--- src/rtl/regfile_pkg.sv ---
// Shared constants and helpers for the byte-lane register file.
package regfile_pkg;

  localparam int REG_ZERO_IDX  = 0;
  localparam int DEFAULT_WIDTH = 32;

  function automatic int LANES(input int width);
    return width / 8;
  endfunction

  typedef logic [DEFAULT_WIDTH/8-1:0] mask_t;

endpackage

--- src/rtl/regfile_nxm_if.sv ---
// Write/read bus of the register file; decode drives it as master.
interface regfile_nxm_if #(
  parameter int WIDTH  = 32,
  parameter int ADDR_W = 5
);

  localparam int LN = WIDTH / 8;

  logic              enable;
  logic              clear;
  logic              wr_en;
  logic [ADDR_W-1:0] wr_addr;
  logic [WIDTH-1:0]  wr_data;
  logic [LN-1:0]     wr_mask;
  logic [ADDR_W-1:0] rd_addr_a;
  logic [WIDTH-1:0]  rd_data_a;
  logic [ADDR_W-1:0] rd_addr_b;
  logic [WIDTH-1:0]  rd_data_b;
  logic              wr_ack;

  modport master (
    output enable, clear, wr_en, wr_addr, wr_data, wr_mask, rd_addr_a, rd_addr_b,
    input  rd_data_a, rd_data_b, wr_ack
  );

  modport slave (
    input  enable, clear, wr_en, wr_addr, wr_data, wr_mask, rd_addr_a, rd_addr_b,
    output rd_data_a, rd_data_b, wr_ack
  );

endinterface

--- src/rtl/reg_word.sv ---
// One register word with per-byte-lane load, sync clear and async reset.
module reg_word
  import regfile_pkg::*;
#(
  parameter int WIDTH = 32
) (
  input  logic                    clk,
  input  logic                    rst,
  input  logic                    i_enable,
  input  logic                    i_clear,
  input  logic [LANES(WIDTH)-1:0] i_load,
  input  logic [WIDTH-1:0]        i_data,
  output logic [WIDTH-1:0]        o_q
);

  localparam int LN = LANES(WIDTH);

  logic [WIDTH-1:0] r_q;

  // Clear beats lane loads; a frozen enable holds everything.
  always_ff @(posedge clk or posedge rst) begin
    if (rst) begin
      r_q <= {WIDTH{1'b0}};
    end else if (i_enable) begin
      if (i_clear) begin
        r_q <= {WIDTH{1'b0}};
      end else begin
        for (int i = 0; i < LN; i++) begin
          if (i_load[i]) begin
            r_q[8*i +: 8] <= i_data[8*i +: 8];
          end
        end
      end
    end
  end

  assign o_q = r_q;

endmodule

--- src/rtl/regfile_nxm.sv ---
// NUM_REGS x WIDTH register file: one masked write port, two combinational
// read ports with optional write-to-read bypass, and a registered write ack.
module regfile_nxm
  import regfile_pkg::*;
#(
  parameter  int WIDTH     = 32,
  parameter  int NUM_REGS  = 32,
  parameter  int ZERO_REG0 = 1,
  parameter  int BYPASS    = 1,
  localparam int ADDR_W    = $clog2(NUM_REGS)
) (
  input  logic         clk,
  input  logic         reset,
  regfile_nxm_if.slave bus
);

  localparam int LN = LANES(WIDTH);

  logic [WIDTH-1:0] w_store [NUM_REGS];
  logic             w_wr_live;
  logic             r_wr_ack;

  assign w_wr_live = bus.enable && !bus.clear && bus.wr_en;

  for (genvar g = 0; g < NUM_REGS; g++) begin : g_word
    if ((ZERO_REG0 != 0) && (g == REG_ZERO_IDX)) begin : g_zero
      assign w_store[g] = {WIDTH{1'b0}};
    end else begin : g_reg
      logic [LN-1:0] w_load;
      assign w_load = (bus.wr_en && (bus.wr_addr == ADDR_W'(g))) ? bus.wr_mask : {LN{1'b0}};
      reg_word #(.WIDTH(WIDTH)) u_word (
        .clk      (clk),
        .rst      (reset),
        .i_enable (bus.enable),
        .i_clear  (bus.clear),
        .i_load   (w_load),
        .i_data   (bus.wr_data),
        .o_q      (w_store[g])
      );
    end
  end

  // Bypass merges the live write lanes over the stored word; reset forces 0.
  function automatic logic [WIDTH-1:0] read_word(
    input logic              rst_in,
    input logic [ADDR_W-1:0] addr,
    input logic [WIDTH-1:0]  stored,
    input logic              live,
    input logic [ADDR_W-1:0] waddr,
    input logic [WIDTH-1:0]  wdata,
    input logic [LN-1:0]     wmask
  );
    logic [WIDTH-1:0] v;
    v = stored;
    if (rst_in) begin
      v = {WIDTH{1'b0}};
    end else if ((ZERO_REG0 != 0) && (addr == ADDR_W'(REG_ZERO_IDX))) begin
      v = {WIDTH{1'b0}};
    end else if ((BYPASS != 0) && live && (addr == waddr)) begin
      for (int i = 0; i < LN; i++) begin
        if (wmask[i]) begin
          v[8*i +: 8] = wdata[8*i +: 8];
        end else begin
          v[8*i +: 8] = stored[8*i +: 8];
        end
      end
    end else begin
      v = stored;
    end
    return v;
  endfunction

  assign bus.rd_data_a = read_word(reset, bus.rd_addr_a, w_store[bus.rd_addr_a],
                                   w_wr_live, bus.wr_addr, bus.wr_data, bus.wr_mask);
  assign bus.rd_data_b = read_word(reset, bus.rd_addr_b, w_store[bus.rd_addr_b],
                                   w_wr_live, bus.wr_addr, bus.wr_data, bus.wr_mask);

  // Ack every committed write, including empty-mask and word-0 no-ops.
  always_ff @(posedge clk or posedge reset) begin
    if (reset) begin
      r_wr_ack <= 1'b0;
    end else if (!bus.enable || bus.clear) begin
      r_wr_ack <= 1'b0;
    end else begin
      r_wr_ack <= bus.wr_en;
    end
  end

  assign bus.wr_ack = r_wr_ack;

endmodule

--- src/flat_wrapper.sv ---
// flat-port wrapper written by rule: the top's interface ports become plain ports
module regfile_nxm_flat import regfile_pkg::*;
#(
  parameter  int WIDTH     = 32,
  parameter  int NUM_REGS  = 32,
  parameter  int ZERO_REG0 = 1,
  parameter  int BYPASS    = 1,
  localparam int ADDR_W    = $clog2(NUM_REGS)
)
  (clk, reset, bus_enable, bus_clear, bus_wr_en, bus_wr_addr, bus_wr_data, bus_wr_mask, bus_rd_addr_a, bus_rd_addr_b, bus_rd_data_a, bus_rd_data_b, bus_wr_ack);
  regfile_nxm_if #(.WIDTH(WIDTH), .ADDR_W(5)) bus_i ();
  input  logic clk;
  input  logic reset;
  input wire logic [$bits(bus_i.enable)-1:0] bus_enable;
  input wire logic [$bits(bus_i.clear)-1:0] bus_clear;
  input wire logic [$bits(bus_i.wr_en)-1:0] bus_wr_en;
  input wire logic [$bits(bus_i.wr_addr)-1:0] bus_wr_addr;
  input wire logic [$bits(bus_i.wr_data)-1:0] bus_wr_data;
  input wire logic [$bits(bus_i.wr_mask)-1:0] bus_wr_mask;
  input wire logic [$bits(bus_i.rd_addr_a)-1:0] bus_rd_addr_a;
  input wire logic [$bits(bus_i.rd_addr_b)-1:0] bus_rd_addr_b;
  output wire logic [$bits(bus_i.rd_data_a)-1:0] bus_rd_data_a;
  output wire logic [$bits(bus_i.rd_data_b)-1:0] bus_rd_data_b;
  output wire logic [$bits(bus_i.wr_ack)-1:0] bus_wr_ack;
  assign bus_i.enable = bus_enable;
  assign bus_i.clear = bus_clear;
  assign bus_i.wr_en = bus_wr_en;
  assign bus_i.wr_addr = bus_wr_addr;
  assign bus_i.wr_data = bus_wr_data;
  assign bus_i.wr_mask = bus_wr_mask;
  assign bus_i.rd_addr_a = bus_rd_addr_a;
  assign bus_i.rd_addr_b = bus_rd_addr_b;
  assign bus_rd_data_a = bus_i.rd_data_a;
  assign bus_rd_data_b = bus_i.rd_data_b;
  assign bus_wr_ack = bus_i.wr_ack;
  regfile_nxm #(.WIDTH(WIDTH), .NUM_REGS(NUM_REGS), .ZERO_REG0(ZERO_REG0), .BYPASS(BYPASS)) u_core (.clk(clk), .reset(reset), .bus(bus_i));
endmodule
--- config.mk ---
export PLATFORM = sky130hd
export DESIGN_NAME = regfile_nxm_flat
export DESIGN_NICKNAME = d
export VERILOG_FILES = /design/src/rtl/regfile_pkg.sv /design/src/rtl/regfile_nxm_if.sv /design/src/rtl/reg_word.sv /design/src/rtl/regfile_nxm.sv /design/src/flat_wrapper.sv
export SDC_FILE = /design/constraint.sdc
export NUM_CORES = 2
export LEC_CHECK = 0
export CAP_MARGIN = 20
export CORE_MARGIN = 3
export CORE_UTILIZATION = 45
export CTS_CLUSTER_DIAMETER = 100
export DETAILED_ROUTE_END_ITERATION = 8
export GPL_TIMING_DRIVEN = 0
export MAX_ROUTING_LAYER = met4
export PLACE_DENSITY_LB_ADDON = 0.05
export SLEW_MARGIN = 20
export SYNTH_ARGS = -nofsm -noshare
export SYNTH_HDL_FRONTEND = slang
export SYNTH_SLANG_ARGS = --single-unit
--- constraint.sdc ---
create_clock -name clk -period 77.8 [get_ports clk]
set_clock_uncertainty 0.2 [all_clocks]
set_input_delay 7.78 -clock clk [delete_from_list [all_inputs] [get_ports clk]]
set_output_delay 7.78 -clock clk [all_outputs]
set_load 0.02 [all_outputs]
==> run_results.csv <==
group,metric,value,unit
outcome,status,"finished, final reports clean",
logic_synthesis,synth.top_cell.area_share,0.447,
power,p_leak,0.0273,uW
worst_setup_path,crit_start,"bus_rd_addr_b[1]",
global_routing,grt_pass1_vias,41600,
clocking,root_buffer,"clkbuf_16",
drt,avgRoutedWirePerCell,46.5,um
min_path,hold_class,"register to register",
power,powerDensity,24.4,nW/um^2
drt,routed_wl,285000,um
drt,drt_pass1_iterations,6,
logic_synthesis,syn_nets,4184,
logic_synthesis,synth_warnings,0,
floorplanning,die_w,358,um
sta,hold_ws,313,ps
worst_setup_path,r2r-start,"u_core.g_word[31].g_reg.u_word.o_q[1]",
clocking,cts_setup_buffers,0,
worst_setup_path,criticalPathCategory,"primary input to primary output",
sta,final.setup.worst_slack,57280,ps
placed_design,gp_congestion,1.06,
clocking,cts_tree,"done",
cells_and_area,drive_above_1_share,0.424,
logic_synthesis,synth_area,55600,um^2
placed_design,hpwl,196000,um
cells_and_area,post-route-util,0.522,
global_routing,overflow,0,
logic_synthesis,synth_area_leaders,"dfrtp_1 (45%), mux2_2 (21%), mux4_2 (15%), mux2i_1 (2.8%), nor2b_1 (2.0%)",
floorplanning,rows,128,
logic_synthesis,synth-edff-count,0,
logic_synthesis,synth_area_per_cell,13.5,um^2
global_routing,grt_max_degree,103,
logic_synthesis,synth.distinct_cells,63,
worst_setup_path,worstPathMaxFanout,11,
floorplanning,core-area,122000,um^2
sta,drv_slew,0,
worst_setup_path,regToRegSetupSlack,76760,ps
worst_setup_path,ff2ff_path_depth,1,
clocking,numCtsBuffers,114,
drt,remaining_drc_errors,0,
floorplanning,io_pins,121,
floorplanning,start_util,0.455,
floorplanning,die-height,358,um
sta,slew_headroom,0.111,
global_routing,track_usage,0.457,
clocking,ctsHtreeMaxLevel,3,
worst_setup_path,arrival,12540,ps
floorplanning,die-area,128000,um^2
logic_synthesis,ys_async_sr_fraction,1.00,
logic_synthesis,synthFlopType,"dfrtp_1",
placed_design,numPortBuffers,107,
drt,num_vias,43200,
worst_setup_path,r2r-end,"u_core.g_word[31].g_reg.u_word.o_q[1]",
logic_synthesis,synth_seq_cells,993,
drt,postRouteAntennaNets,0,
drt,drtIter0Drc,6344,
worst_setup_path,crit_path_end_kind,"primary output",
worst_setup_path,cp-endpoint,"bus_rd_data_b[16]",
drt,drt-vias-per-instance,7.05,
worst_setup_path,critPathLaunchType,"primary input",
cells_and_area,fin_nets,4442,
global_routing,antenna_found_initial,24,
sta,finalSetupTns,0,ps
cells_and_area,area_growth,14.7,%
sta,period_minus_slack,20520,ps
run,cap_violations,0,
clocking,clk_pin_slew_worst_paths,60,ps
clocking,cts_buffer_depth,3,
clocking,holdBufCountCts,0,
clocking,clk_latency,750,ps
cells_and_area,fillers,10600,
power,ir_drop,0.0000216,V
sta,period_share,0.264,
sta,max_freq,0.0487,GHz
sta,finalHoldViolations,0,
sta,setup_viol,0,
placed_design,pre_cts_ws,57500,ps
clocking,cts_resized,0,
global_routing,grt_pass1_wl,376000,um
sta,rsz0062_at_grt,"no",
logic_synthesis,synth.largest_area_cell,"dfrtp_1",
logic_synthesis,synth-seq-area-share,0.447,
sta,tightest_slew,1330,ps
logic_synthesis,synthesis.instances,4128,
worst_setup_path,crit_required,69820,ps
clocking,clock_sinks,993,
==> state kept, by name, summed over array words and instances, names as in the netlist <==
register,count
u_core.bus.wr_ack,1
u_core.g_word.g_reg.u_word.o_q,992
==> cells by family (layout without fill, tap and decap cells) <==
family / count (synthesis) / after routing / synth area share
compound gates: 580 / 580 / 0.0724
xor+xnor: 10 / 10 / 0.00157
buf+inv: 483 / 835 / 0.0392
flops: 993 / 993 / 0.447
mux: 1592 / 1592 / 0.395
other cells: 0 / 20 / 0
simple gates: 470 / 470 / 0.0449
==> critical path, cell delays in order <==
cell             delay [ps]
buf_2                   270
buf_2                   680
buf_2                   910
buf_2                   870
mux2i_1                 330
nor2_1                   60
o311ai_0                860
nand2_1                 150
clkdlybuf4s50_1         590
==> per-layer routing <==
metal  track usage  vias to the layer above  share of wire  routed length (um)
met1         0.549                    23000           0.37              106000
met5             -                        -              0                   0
li1              -                    16300              -                   -
met2         0.629                     3018           0.42              119000
met4         0.312                        0          0.085               24200
met3         0.182                      885           0.12               35300
==> layout make-up <==
cell class / count / area (um^2) / share of cell area
antenna: 20 / 50.0 / 0.000784
buffer: 474 / 2230 / 0.0350
clock buffer: 168 / 3460 / 0.0542
clock inverter: 42 / 637 / 0.00998
inverter: 9 / 41.3 / 0.000647
multi-input combinational: 2652 / 28700 / 0.449
sequential: 993 / 24800 / 0.389
tap: 1625 / 2030 / 0.0319
timing repair buffer: 142 / 1870 / 0.0293
==> per-stage QoR <==
| step | area (um^2) | cells | power, uW |
|---|---|---|---|
| 2_1_floorplan | 55600 | 4128 | 826 |
| 3_3_place_gp | 58700 | 5860 | 946 |
| 3_5_place_dp | 59700 | 5895 | 954 |
| 4_1_cts | 63800 | 6105 | 1550 |
| 5_1_grt | 63800 | 6116 | 1590 |
| 6_report | 63800 | 6125 | 1560 |
==> report_power, final <==
| part | internal [uW] | leakage, uW | switching [uW] |
|---|---|---|---|
| sequential | 581 | 0.0128 | 50.1 |
| clock | 359 | 0.00203 | 239 |
| combinational | 149 | 0.0125 | 178 |
==> how the worst min path moves through the flow <==
stage / slack (ps) / cells past startpoint / endpoint / from
after detailed placement: 290 / 1 / u_core.g_word[3].g_reg.u_word.o_q[31] / u_core.g_word[3].g_reg.u_word.o_q[31]
after CTS: 310 / 1 / u_core.g_word[3].g_reg.u_word.o_q[31] / u_core.g_word[3].g_reg.u_word.o_q[31]
after global routing: 320 / 1 / u_core.g_word[3].g_reg.u_word.o_q[31] / u_core.g_word[3].g_reg.u_word.o_q[31]
after floorplan: 270 / 1 / u_core.g_word[3].g_reg.u_word.o_q[23] / u_core.g_word[3].g_reg.u_word.o_q[23]
final: 310 / 1 / u_core.g_word[3].g_reg.u_word.o_q[23] / u_core.g_word[3].g_reg.u_word.o_q[23]
after global placement: 280 / 1 / u_core.g_word[7].g_reg.u_word.o_q[2] / u_core.g_word[7].g_reg.u_word.o_q[2]
==> Yosys cell counts (6+ instances only) <==
master and n:
o21ai_0 64, a22o_1 68, o22a_1 7, a31oi_1 8
nand2_1 103, nand3_1 14, a22oi_1 65, nor2b_1 182
mux4_1 6, o21a_1 10, o31ai_1 13, mux2i_1 153
nor2_1 91, mux2_1 10, nand2b_1 7, mux2_2 1054
clkbuf_1 292, xnor2_1 8, o221ai_1 14, a221o_1 9
and3_1 6, buf_1 19, a2111oi_0 6, inv_1 7
buf_6 11, o311ai_0 11, a221oi_1 70, and2_1 6
nand4_1 10, mux4_2 369, dfrtp_1 993, buf_4 34
a21oi_1 154, nor3_1 21, o2111ai_1 11, buf_2 117
o22ai_1 48
==> layout by cell type, fill, tap and decap left out, types with 90 or more instances in the layout <==
cell	count
nor2b_1	182
nand2_1	103
mux2_2	1054
dfrtp_1	993
clkdlybuf4s50_1	107
a21oi_1	154
nor2_1	90
buf_2	123
clkbuf_16	117
mux2i_1	153
mux4_2	369
clkbuf_1	247
Note: power is estimated with default switching activity, not from simulation.
